`src/rtl/fifo_arb_pkg.sv`:
```
// Shared types and constants for the FIFO write-side arbiter and its picker.
package fifo_arb_pkg;

   localparam int DATA_W_DEF = 32;
   localparam int STATS_W    = 16;

   typedef enum logic {
      IDLE  = 1'b0,
      BURST = 1'b1
   } arb_state_e;

endpackage

```
`src/rtl/rr_pick.sv`:
```
// Combinational round-robin picker: first set request at or after ptr, wrapping.
module rr_pick #(
   parameter int NREQ  = 4,
   parameter int IDX_W = $clog2(NREQ)
) (
   input  logic [NREQ-1:0]  req,
   input  logic [IDX_W-1:0] ptr,
   output logic [NREQ-1:0]  pick,
   output logic [IDX_W-1:0] idx
);

   logic [IDX_W-1:0] cand;
   logic             found;

   // NOTE: every variable gets a default before the loop so no latch is inferred.
   always_comb begin
      pick  = '0;
      idx   = '0;
      cand  = '0;
      found = 1'b0;
      for (int k = 0; k < NREQ; k++) begin
         cand = IDX_W'((int'(ptr) + k) % NREQ);
         if (!found && req[cand]) begin
            found      = 1'b1;
            pick[cand] = 1'b1;
            idx        = cand;
         end
      end
   end

endmodule

```
`src/rtl/fifo_wr_arbiter.sv`:
```
// Round-robin, burst-bounded arbiter sharing one FIFO write port among NREQ producers.
// Optional per-requester beat counters are enabled with `define FIFO_WR_ARB_STATS_EN.
module fifo_wr_arbiter
   import fifo_arb_pkg::*;
#(
   parameter int NREQ      = 4,
   parameter int DATA_W    = DATA_W_DEF,
   parameter int BURST_LEN = 4
) (
   input  logic                       clk,
   input  logic                       rst,
   input  logic [NREQ-1:0]            req,
   input  logic [NREQ*DATA_W-1:0]     req_data,
   output logic [NREQ-1:0]            gnt,
   input  logic                       fifo_full,
   output logic                       fifo_w_en,
   output logic [DATA_W-1:0]          fifo_data_in,
   output logic [$clog2(NREQ)-1:0]    owner,
   output logic                       busy
`ifdef FIFO_WR_ARB_STATS_EN
   ,
   output logic [NREQ*STATS_W-1:0]    beat_count
`endif
);

   localparam int IDX_W = $clog2(NREQ);
   localparam int CNT_W = $clog2(BURST_LEN + 1);

   arb_state_e       state_q, state_d;
   logic [IDX_W-1:0] rr_ptr_q, rr_ptr_d;
   logic [IDX_W-1:0] owner_q, owner_d;
   logic [CNT_W-1:0] beat_cnt_q, beat_cnt_d;
   logic [NREQ-1:0]  pick;
   logic [IDX_W-1:0] pick_idx;
   logic [NREQ-1:0]  gnt_c;

   rr_pick #(.NREQ(NREQ), .IDX_W(IDX_W)) u_pick (
      .req  (req),
      .ptr  (rr_ptr_q),
      .pick (pick),
      .idx  (pick_idx)
   );

   // NOTE: state registers use non-blocking assignments so all flops update together.
   always_ff @(posedge clk or negedge rst) begin
      if (!rst) begin
         state_q    <= IDLE;
         rr_ptr_q   <= '0;
         owner_q    <= '0;
         beat_cnt_q <= '0;
      end else begin
         state_q    <= state_d;
         rr_ptr_q   <= rr_ptr_d;
         owner_q    <= owner_d;
         beat_cnt_q <= beat_cnt_d;
      end
   end

   always_comb begin
      state_d    = state_q;
      rr_ptr_d   = rr_ptr_q;
      owner_d    = owner_q;
      beat_cnt_d = beat_cnt_q;
      gnt_c      = '0;
      unique case (state_q)
         IDLE: begin
            if (!fifo_full && (|req)) begin
               gnt_c      = pick;
               state_d    = BURST;
               owner_d    = pick_idx;
               beat_cnt_d = CNT_W'(1);
            end
         end
         BURST: begin
            // Release hands the pointer to the next index; a full FIFO only stalls.
            if (!req[owner_q] || (beat_cnt_q == CNT_W'(BURST_LEN))) begin
               state_d  = IDLE;
               rr_ptr_d = (owner_q == IDX_W'(NREQ - 1)) ? '0 : owner_q + 1'b1;
            end else if (!fifo_full) begin
               gnt_c[owner_q] = 1'b1;
               beat_cnt_d     = beat_cnt_q + 1'b1;
            end
         end
         default: state_d = IDLE;
      endcase
   end

   // IDLE grants combinationally from req, so the reset level itself must mask them.
   assign gnt       = rst ? gnt_c : '0;
   assign fifo_w_en = |gnt;
   assign owner     = owner_q;
   assign busy      = (state_q == BURST);

   always_comb begin
      fifo_data_in = '0;
      for (int i = 0; i < NREQ; i++) begin
         if (gnt[i]) fifo_data_in = fifo_data_in | req_data[i*DATA_W +: DATA_W];
      end
   end

`ifdef FIFO_WR_ARB_STATS_EN
   for (genvar i = 0; i < NREQ; i++) begin : g_stat
      logic [STATS_W-1:0] cnt_q;

      always_ff @(posedge clk or negedge rst) begin
         if (!rst)                    cnt_q <= '0;
         else if (gnt[i] && ~&cnt_q) cnt_q <= cnt_q + 1'b1;
      end

      assign beat_count[i*STATS_W +: STATS_W] = cnt_q;
   end
`endif

endmodule

```
`config.mk`:
```
export PLATFORM = sky130hd
export DESIGN_NAME = fifo_wr_arbiter
export DESIGN_NICKNAME = d
export VERILOG_FILES = /design/src/rtl/fifo_arb_pkg.sv /design/src/rtl/rr_pick.sv /design/src/rtl/fifo_wr_arbiter.sv
export SDC_FILE = /design/constraint.sdc
export NUM_CORES = 1
export LEC_CHECK = 0
export CAP_MARGIN = 20
export CORE_UTILIZATION = 41
export CTS_BUF_LIST = sky130_fd_sc_hd__clkbuf_8
export CTS_CLUSTER_DIAMETER = 200
export DETAILED_ROUTE_END_ITERATION = 8
export GPL_ROUTABILITY_DRIVEN = 0
export PLACE_DENSITY = 0.93
export SYNTH_ARGS = -nofsm -noshare
export SYNTH_HDL_FRONTEND = slang
export SYNTH_SLANG_ARGS = --single-unit
```
`constraint.sdc`:
```
create_clock -name clk -period 4.6 [get_ports clk]
set_clock_uncertainty 0.2 [all_clocks]
set_input_delay 0.92 -clock clk [delete_from_list [all_inputs] [get_ports clk]]
set_output_delay 0.92 -clock clk [all_outputs]
set_load 0.005 [all_outputs]
```
==> key figures, run 1 <==
Synthesis
  – Synth warn: 0
  – Post-synth EDFFs: 0
  – Synth cell types: 54
  – Top-area cell type share of the netlist area: 27.5%
  – Main synth FF type: dfrtp_1
  – Leading cell types by count after synthesis: a22oi_1 (121), a22o_1 (37), a21oi_1 (34)
  – Synth area leader: a22oi_1
  – Syn Nets: 606
  – Syn_area_per_cell: 7.20 sq um
  – FFs w/ async S/R, synth: 100%
  – Yosys reg bits: 8
  – Mapped cell area: 0.00330 sq mm
  – Cell count after synthesis: 458
  – Seq/Total Area, Yosys: 6.07%
  – Top-count cell post-synth: a22oi_1
  – Area contributors post-synth: a22oi_1 (28%), a22o_1 (9.8%), a221oi_1 (8.8%)

Clock tree
  – H-tree depth: 1
  – Worst skew pair latency: 0.23 ns
  – CTS tree: yes
  – Inserted Clock Buffers: 3
  – Root Driver: clkbuf_8
  – Clock-pin slew of the registers on the worst-case setup and hold paths: 0.04 ns
  – Clk sinks: 8
  – CTS Buffer Depth: 2

GRT
  – Initial antenna violation count: 0
  – Gr ovfl total: 0
  – Largest net degree at the start of global routing: 46
  – Total Routing Usage GR: 36.7%
  – First-pass GRT wire length: 25,400 microns
  – Number of global-route vias before repair: 5,294

Timing
  – Slew Limit Fails: 0
  – Post-layout min period: 4.63 ns
  – Final Setup Violations: 3
  – Worst hold slack: 0.325 ns
  – FMAX: 0.216 GHz
  – Pin slew with the least headroom to its limit: 0.672 ns
  – Worst setup margin: -0.0350 ns
  – Slew Limit Headroom: 55.2%
  – Hold Fails Final Rpt: 0
  – Final Cycle Share: 101%

Status
  – Outcome: finished, violations left
  – Failing checks: setup timing

Finish
  – Share of cells above drive strength 1: 19.0%
  – N_diodes: 0
  – Finished Layout Cells: 748
  – Layout overhead on the synthesized area: 78.3%
  – Final-stage net count: 796

Floorplan
  – Die X: 91.7 microns
  – # IOs: 175
  – Die Ht: 91.7 microns
  – Core Area: 0.00777 sq mm
  – Die area: 0.00841 sq mm
  – Row cnt: 32
  – Starting density of the core: 42.5%

Worst setup path
  – Crit path DAT: 3.51 ns
  – CP Class: primary input to primary output
  – Startpoint types: primary input
  – Worst-path maximum fanout: 6
  – Critical path data required time: 3.48 ns
  – Crit path capture type: primary output

Pwr
  – Leak: 2.45 nW
  – Pwr/cell area: 415 mW/mm^2
  – Maximum vdd ir drop: 0.433 mV

Place
  – Port-buffer cells: 174
  – Placed Cells: 738
  – HPWL after DPL: 11,400 microns
  – Place WS: -0.309 ns

Job
  – Maxcap violations: 0

Detailed routing
  – Routed WL: 17,000 microns
  – Post-route DRC: 0
  – 1st-iter DRT viols: 475
  – Drt via density: 7.23
  – TritonRoute pass-1 iters: 7
  – Via count: 5,408
  – DRT antenna net count: 0
  – Routed wire per std cell: 22.7 microns

Worst hold path
  – Hold Crit Class: flop to flop
## final cells by class
class | count | area [sq um]
sequential | 8 | 200
multi-input combinational | 377 | 3030
tap | 102 | 128
clock buffer | 3 | 41.3
timing repair buffer | 241 | 2410
fill | 556 | 1890
inverter | 17 | 63.8
## worst paths after layout
kind / start / end / slack, ns / cells past startpoint
worst max-delay path: req[0] / fifo_w_en / -0.03 / 9
worst min-delay path: beat_cnt_q[0] / beat_cnt_q[0] / 0.32 / 1
worst max register to register: rr_ptr_q[1] / owner[1] / 1.88 / 9
worst min register to register: beat_cnt_q[0] / beat_cnt_q[0] / 0.32 / 1
max in group asynchronous: rst / beat_cnt_q[0] / 3.19 / 2
min in group asynchronous: rst / beat_cnt_q[2] / 0.63 / 2
## per-layer routing
layer	wire, microns	up-vias	global-route usage [%]
met5	0	-	0
met4	836	0	22.9
met3	1910	109	6.05
met2	8100	484	62.7
met1	6170	2511	42.7
li1	-	2304	-
## worst max-delay path, stage by stage
cell	delay (ns)
clkdlybuf4s15_1	0.28
mux4_2	0.56
and2_4	0.20
a31oi_4	0.17
a21boi_4	0.26
a221oi_2	0.12
buf_4	0.15
or4_1	0.56
dlygate4sd2_1	0.29
## where the power goes
part | internal, mW | leakage, nW | switching [mW]
registers | 0.102 | 0.0994 | 0.0413
logic | 1.08 | 2.33 | 1.14
clock network | 0.0565 | 0.0216 | 0.0261
total | 1.23 | 2.45 | 1.21
## logic make-up (layout without fill, tap and decap cells)
kind of cell / count (synthesis) / after routing / synth area share (%)
AO/OA/AOI/OAI: 268 / 268 / 61.0
AND/OR/NAND/NOR: 84 / 84 / 13.6
buffers and inverters: 73 / 261 / 9.94
adder cells (fa/ha/maj): 13 / 13 / 4.93
multiplexers: 11 / 11 / 4.25
flip-flops: 8 / 8 / 6.07
XOR/XNOR: 1 / 1 / 0.266
## repair_timing
| action | in CTS | in global routing |
|---|---|---|
| hold buffers | 0 | 0 |
| gates cloned | 0 | 3 |
| endpoints found under the setup margin | 37 | 36 |
| pin swaps | 3 | 4 |
| buffers inserted | 2 | 2 |
| resized for setup | 15 | 62 |
## state kept, by name, summed over array words and instances, names as in the netlist
| signal | count |
|---|---|
| owner | 2 |
| busy | 1 |
| beat_cnt_q | 3 |
| rr_ptr_q | 2 |
## per-stage QoR
step	setup TNS [ns]	instance area [sq um]	total power, mW	utilization [%]
floorplan	0	3300	1.21	-
detailed placement	-7.82	5480	2.12	70.6
CTS	0	5590	2.25	71.9
finish	-0.0521	5880	2.44	75.7
global placement	-4.76	5480	2.05	70.6
global route	-0.443	5880	2.58	75.7
## layout by cell type (no fill, tap or decap), drive strengths merged, types with 2 or more instances in the layout
master	netlist	final
a2111oi	2	2
a21boi	3	3
a21o	2	2
a21oi	35	35
a221o	2	2
a221oi	34	34
a222oi	2	2
a22o	37	37
a22oi	121	121
a31oi	7	7
and2	5	5
and3	2	2
buf	23	67
clkbuf	33	7
clkdlybuf4s50	0	151
dfrtp	8	8
dlymetal6s2s	0	17
ha	13	13
inv	17	17
mux2	4	4
mux2i	5	5
mux4	2	2
nand2	17	17
nand3	32	32
nand3b	2	2
nand4	3	3
nor2	6	6
nor2b	2	2
nor3	4	4
nor4	2	2
o21ai	12	12
o221ai	3	3
o22ai	2	2
o31ai	2	2
or3b	2	2
No activity file was read; power rests on OpenSTA's default activity.
==> run 2, diff against run 1 <==
--- a/config.mk
+++ b/config.mk
@@ -6,12 +6,14 @@
 export NUM_CORES = 1
 export LEC_CHECK = 0
 export CAP_MARGIN = 20
+export CORE_MARGIN = 2
 export CORE_UTILIZATION = 41
 export CTS_BUF_LIST = sky130_fd_sc_hd__clkbuf_8
 export CTS_CLUSTER_DIAMETER = 200
 export DETAILED_ROUTE_END_ITERATION = 8
 export GPL_ROUTABILITY_DRIVEN = 0
 export PLACE_DENSITY = 0.93
+export SKIP_LAST_GASP = 1
 export SYNTH_ARGS = -nofsm -noshare
 export SYNTH_HDL_FRONTEND = slang
 export SYNTH_SLANG_ARGS = --single-unit
==> run 2 against run 1 <==
Net effect:
- the flow now finishes without violations
- register-to-register slack better by 0.10 ns
- first-iteration DRC count is 1.5% higher
- die area is 4.4% higher
- fmax is 2.0% higher
- critical endpoint is now fifo_data_in[8]
- largest power group unchanged
==> key figures, run 2 (synthesis gave the netlist of run 1 again) <==
Worst setup path
  – Instance count on the critical path: 10
  – Startpoint types: primary input
  – CP delay by family, top: buffers and inverters
  – Buf+Inv Stages, Crit Path: 4
  – Critical path data required time: 3.48 ns
  – Crit path DAT: 3.42 ns
  – Worst-path maximum fanout: 14
  – Worst R2R Start: rr_ptr_q[0]
  – CP max stage cell: or3b_2
  – CP peak stage delay: 0.50 ns
  – R2R setup slack: 1.98 ns
  – Crit path capture type: primary output
  – RR Endpoint: owner[1]
  – CP Class: primary input to primary output
  – Worst path cell trace: dlygate4sd2_1, or3b_2, a2111oi_2, buf_4, o21ai_2, buf_12, a21oi_1, a221oi_2, nand3_1, clkdlybuf4s50_1
  – Reg2reg path depth: 9

Detailed routing
  – Routed wire per std cell: 23.0 microns
  – Post-route DRC: 0
  – DRT antenna net count: 0
  – Routed WL: 17,300 microns
  – TritonRoute pass-1 iters: 5
  – Via count: 5,292
  – 1st-iter DRT viols: 482
  – Drt via density: 7.05

Finish
  – Final-stage net count: 799
  – N_diodes: 0
  – Final Util: 76.4%
  – Largest Register: beat_cnt_q
  – Fin area: 0.00594 sq mm
  – Fillers: 554
  – Max reg flops: 3
  – Layout overhead on the synthesized area: 80.0%
  – Commonest non-fill, non-tap cell in the layout: clkdlybuf4s50_1
  – Share of cells above drive strength 1: 21.4%
  – Most frequent cells in the layout: clkdlybuf4s50_1 (138), a22oi_1 (120), buf_4 (54), a22o_1 (37), a21oi_1 (34)

Pwr
  – Maximum vdd ir drop: 0.355 mV
  – Pwr/cell area: 397 mW/mm^2
  – Leak: 2.38 nW

Worst hold path
  – Hold Path End: beat_cnt_q[1]
  – Worst Hold Path Cells: 1
  – Hold Crit Class: flop to flop
  – Hold_sp: beat_cnt_q[1]

Place
  – Post-DP Area: 0.00546 sq mm
  – Place WS: -0.406 ns
  – Port-buffer cells: 174
  – HPWL after DPL: 11,400 microns

GRT
  – Total Routing Usage GR: 36.4%
  – Initial antenna violation count: 0
  – Gr ovfl total: 0
  – Largest net degree at the start of global routing: 46
  – Number of global-route vias before repair: 5,303
  – First-pass GRT wire length: 26,000 microns

Clock tree
  – CTS tree: yes
  – Clock-pin slew of the registers on the worst-case setup and hold paths: 0.05 ns
  – Clk sinks: 8
  – Root Driver: clkbuf_8
  – Worst skew pair latency: 0.24 ns
  – CTS Buffer Depth: 2
  – H-tree depth: 1
  – Hold_buf cts: 0
  – Inserted Clock Buffers: 3

Timing
  – Pin slew with the least headroom to its limit: 0.701 ns
  – Slew Limit Headroom: 53.3%
  – Worst setup margin: 0.0562 ns
  – Final Setup Violations: 0
  – Hold Fails Final Rpt: 0
  – FMAX: 0.220 GHz
  – Setup TNS: 0 ns
  – Final Cycle Share: 98.8%
  – Slew Limit Fails: 0
  – Post-layout min period: 4.54 ns

Floorplan
  – Die X: 93.7 microns
  – # IOs: 175
  – Die Ht: 93.7 microns
  – Die area: 0.00878 sq mm
  – Core Area: 0.00777 sq mm
  – Starting density of the core: 42.5%
  – Row cnt: 32

Job
  – Maxcap violations: 0

Status
  – Outcome: completed
-- run 2: changes by cell type in the layout (fill, tap and decap cells not counted), moves of 4 or more --
cell / delta
dlymetal6s2s_1: -15
clkdlybuf4s50_1: -13
a221oi_2: +15
buf_6: +4
a221oi_1: -18
dlygate4sd2_1: +26
-- run 2: stage by stage --
step,total power [mW],hold slack [ns],instances
after floorplan,1.21,0.279,458
after global placement,2.04,0.313,738
after detailed placement,2.08,0.318,738
after CTS,2.23,0.333,751
after global routing,2.50,0.341,751
final,2.36,0.337,751
-- run 2: worst register-to-register path, cell delays in order, from the launching register on --
cell	delay, ns
dfrtp_2	0.45
inv_1	0.11
ha_1	0.41
mux2i_1	0.31
mux2_2	0.26
and3_4	0.23
buf_4	0.15
a211o_1	0.09
a21oi_1	0.06
o31ai_1	0.24
-- run 2: timing repair --
| action | in CTS | in global routing |
|---|---|---|
| setup buffers | 7 | 0 |
| setup endpoints to repair | 37 | 37 |
| gates resized for setup | 75 | 29 |
| pin swaps | 12 | 5 |
| gates cloned | 3 | 0 |
-- run 2: layer usage --
| layer | track usage (%) | up-vias | wire (microns) |
|---|---|---|---|
| met5 | 0 | - | 0 |
| met3 | 6.90 | 95 | 2060 |
| met4 | 16.4 | 0 | 708 |
| met1 | 44.2 | 2448 | 6370 |
| li1 | - | 2313 | - |
| met2 | 61.9 | 436 | 8170 |
-- run 2: area by class of cell --
| cell class | count | area (sq um) | share of cell area, % |
|---|---|---|---|
| multi-input cells | 377 | 3110 | 52.4 |
| repair buffers | 244 | 2390 | 40.2 |
| flip-flops and latches | 8 | 201 | 3.39 |
| well taps | 102 | 128 | 2.15 |
| inverters | 17 | 63.8 | 1.07 |
| clock buffers | 3 | 41.3 | 0.695 |
-- run 2: report_power, final --
group | internal [mW] | total, mW | switching (mW) | leakage, nW
Combinational | 1.01 | 2.11 | 1.10 | 2.26
Clock | 0.0570 | 0.0888 | 0.0317 | 0.0216
Sequential | 0.103 | 0.155 | 0.0526 | 0.0983
-- run 2: worst max path at each step --
stage               startpoint                to
floorplan               req[1]         fifo_w_en
global placement        req[2]   fifo_data_in[9]
detailed placement      req[2]  fifo_data_in[28]
CTS                     req[3]  fifo_data_in[15]
global route         fifo_full   fifo_data_in[8]
finish                  req[0]   fifo_data_in[8]
==> run 3, diff against run 2 <==
--- a/config.mk
+++ b/config.mk
@@ -5,14 +5,17 @@
 export SDC_FILE = /design/constraint.sdc
 export NUM_CORES = 1
 export LEC_CHECK = 0
+export ABC_AREA = 1
 export CAP_MARGIN = 20
+export CORE_ASPECT_RATIO = 0.6
 export CORE_MARGIN = 2
-export CORE_UTILIZATION = 41
+export CORE_UTILIZATION = 39
 export CTS_BUF_LIST = sky130_fd_sc_hd__clkbuf_8
 export CTS_CLUSTER_DIAMETER = 200
 export DETAILED_ROUTE_END_ITERATION = 8
 export GPL_ROUTABILITY_DRIVEN = 0
-export PLACE_DENSITY = 0.93
+export PLACE_DENSITY = 0.94
+export SKIP_CTS_REPAIR_TIMING = 1
 export SKIP_LAST_GASP = 1
 export SYNTH_ARGS = -nofsm -noshare
 export SYNTH_HDL_FRONTEND = slang
==> run 3 against run 2 <==
Net effect:
- cell area shrank 21%
- synthesized cell count grew 1.3%
- register-to-register slack better by 0.17 ns
- sequential share of layout area rose by 0.90 points
==> key figures, run 3 <==
Worst setup path
  – Startpoint types: flop
  – Critical path data required time: 3.48 ns
  – Crit path DAT: 3.24 ns
  – Reg2reg path depth: 12
  – Crit path capture type: primary output
  – Worst-path maximum fanout: 18
  – CP Class: flop to primary output

Floorplan
  – Die X: 114 microns
  – Starting density of the core: 39.7%
  – Core Area: 0.00715 sq mm
  – Die area: 0.00799 sq mm
  – Row cnt: 24
  – Die Ht: 70.0 microns
  – # IOs: 175

Synthesis
  – Top-area cell type share of the netlist area: 21.5%
  – Cell count after synthesis: 464
  – Synth cell types: 31
  – Synth area leader: nand3_2
  – Main synth FF type: dfrtp_1
  – Yosys reg bits: 8
  – Post-synth EDFFs: 0
  – Top-count cell post-synth: nand2_1
  – Seq/Total Area, Yosys: 7.06%
  – Area contributors post-synth: nand3_2 (22%), nand2_1 (19%), nand3_1 (15%)
  – Synth warn: 0
  – Mapped cell area: 0.00283 sq mm
  – Syn Nets: 612
  – Syn_area_per_cell: 6.11 sq um
  – FFs w/ async S/R, synth: 100%
  – Leading cell types by count after synthesis: nand2_1 (140), nand3_1 (85), inv_1 (63)

Timing
  – Final Cycle Share: 94.7%
  – Hold Fails Final Rpt: 0
  – Worst setup margin: 0.242 ns
  – Worst hold slack: 0.303 ns
  – Slew Limit Headroom: 67.1%
  – Pin slew with the least headroom to its limit: 0.489 ns
  – Unrepaired setup endpoints after global routing: false
  – Final Setup Violations: 0
  – Slew Limit Fails: 0
  – FMAX: 0.229 GHz
  – Setup TNS: 0 ns
  – Post-layout min period: 4.36 ns

Finish
  – Final-stage net count: 777
  – Commonest non-fill, non-tap cell in the layout: clkdlybuf4s50_1
  – Most frequent cells in the layout: clkdlybuf4s50_1 (169), nand2_1 (136), nand3_1 (85), inv_1 (63), nand3_2 (61)
  – Max reg flops: 3
  – N_diodes: 0
  – Largest Register: beat_cnt_q
  – Share of cells above drive strength 1: 20.1%
  – Fillers: 615
  – Layout overhead on the synthesized area: 65.8%

Detailed routing
  – DRT antenna net count: 0
  – Via count: 3,597
  – 1st-iter DRT viols: 270
  – Drt via density: 5.01
  – Routed wire per std cell: 14.0 microns
  – Post-route DRC: 0
  – TritonRoute pass-1 iters: 5
  – Routed WL: 10,000 microns

GRT
  – Met3 Use GR: 4.43%
  – Initial antenna violation count: 0
  – Gr ovfl total: 0
  – Total Routing Usage GR: 23.7%
  – First-pass GRT wire length: 15,600 microns
  – Largest net degree at the start of global routing: 85
  – Global routing's busiest layer: met2
  – Number of global-route vias before repair: 3,462
  – GR met2 Demand/Resource: 41.4%
  – M1 GR Usage: 29.9%

Place
  – HPWL after DPL: 7800 microns
  – Place WS: -0.0228 ns
  – Port-buffer cells: 174

Pwr
  – Total design power: 1.80 mW
  – Leak: 2.22 nW
  – Clock power frac: 4.8%
  – Sw Ratio: 50.7%
  – Comb power frac: 86.6%
  – Switch Pwr: 915 uW
  – Pwr/cell area: 384 mW/mm^2
  – P_int: 889 uW
  – Maximum vdd ir drop: 0.305 mV
  – Sequential power share: 8.6%

Clock tree
  – H-tree depth: 1
  – Root Driver: clkbuf_8
  – Clock-pin slew of the registers on the worst-case setup and hold paths: 0.04 ns
  – CTS Buffer Depth: 2
  – Worst skew pair latency: 0.23 ns
  – Clk sinks: 8
  – CTS tree: yes
  – Inserted Clock Buffers: 3

Status
  – Outcome: completed

Worst hold path
  – Worst Hold Path Cells: 1
  – Hold Crit Class: flop to flop

Job
  – Maxcap violations: 0
-- run 3: cell types whose count changed in the layout (fill, tap and decap cells not counted), sizes merged, moves of 37 or more --
cell | before | now
nand3 | 32 | 146
buf | 70 | 14
nand2 | 17 | 156
inv | 17 | 86
a22oi | 121 | 1
a22o | 37 | 0
-- run 3: final timing paths --
path	start	endpoint	slack (ns)
worst min-delay path	beat_cnt_q[0]	beat_cnt_q[0]	0.30
worst min register to register	beat_cnt_q[0]	beat_cnt_q[0]	0.30
min in group asynchronous	rst	busy	0.37
worst max-delay path	rr_ptr_q[1]	fifo_data_in[26]	0.24
worst max register to register	rr_ptr_q[1]	owner[0]	2.15
max in group asynchronous	rst	rr_ptr_q[1]	3.58
-- run 3: logic make-up after synthesis --
family / count (synthesis) / share of synthesized area, %
adders and majority gates: 13 / 5.74
xor gates and xnor gates: 1 / 0.309
DFF: 8 / 7.06
and+or+nand+nor: 312 / 62.4
AOI/OAI and AO/OA: 16 / 3.49
buffers and inverters: 114 / 21.0
-- run 3: per-layer routing --
layer | routed length [microns] | vias to the layer above
met2 | 4770 | 172
met1 | 4280 | 1612
met4 | 204 | 0
met5 | 0 | -
li1 | - | 1792
met3 | 787 | 21
-- run 3: cell type report --
| type | instances | area [sq um] | area share, % |
|---|---|---|---|
| Clock buffer | 3 | 41.3 | 0.879 |
| Inverter | 86 | 328 | 6.98 |
| Multi-Input combinational cell | 343 | 2080 | 44.2 |
| Sequential cell | 8 | 201 | 4.29 |
| Tap cell | 91 | 114 | 2.42 |
| Timing Repair Buffer | 187 | 1940 | 41.3 |
-- run 3: metrics by stage --
stage | util, % | cells | instance area, sq um
6_report | 65.7 | 718 | 4700
4_1_cts | 64.8 | 715 | 4630
2_1_floorplan | - | 464 | 2830
3_5_place_dp | 64.2 | 712 | 4590
5_1_grt | 65.7 | 718 | 4700
3_3_place_gp | 64.2 | 712 | 4590
-- run 3: power groups by stage --
stage / Sequential (mW) / Clock [mW] / Combinational, mW
global route: 0.161 / 0.0942 / 1.71
CTS: 0.153 / 0.0894 / 1.52
floorplan: 0.144 / 0 / 0.947
global placement: 0.151 / 0 / 1.45
finish: 0.155 / 0.0869 / 1.56
detailed placement: 0.154 / 0 / 1.51
-- run 3: critical path, cell delays in order (launching register included) --
cell and delay (ns):
dfrtp_2 0.46, inv_1 0.24, ha_1 0.34, inv_1 0.11, nand3_1 0.08, nand2_1 0.14
nand2_4 0.09, nor2_4 0.16, nand2_1 0.09, nand3_1 0.09, nand2_2 0.07, nand2_4 0.16
buf_12 0.17, nand3_1 0.08, nand2_1 0.08, inv_1 0.04, nand2_1 0.06, clkdlybuf4s50_1 0.53
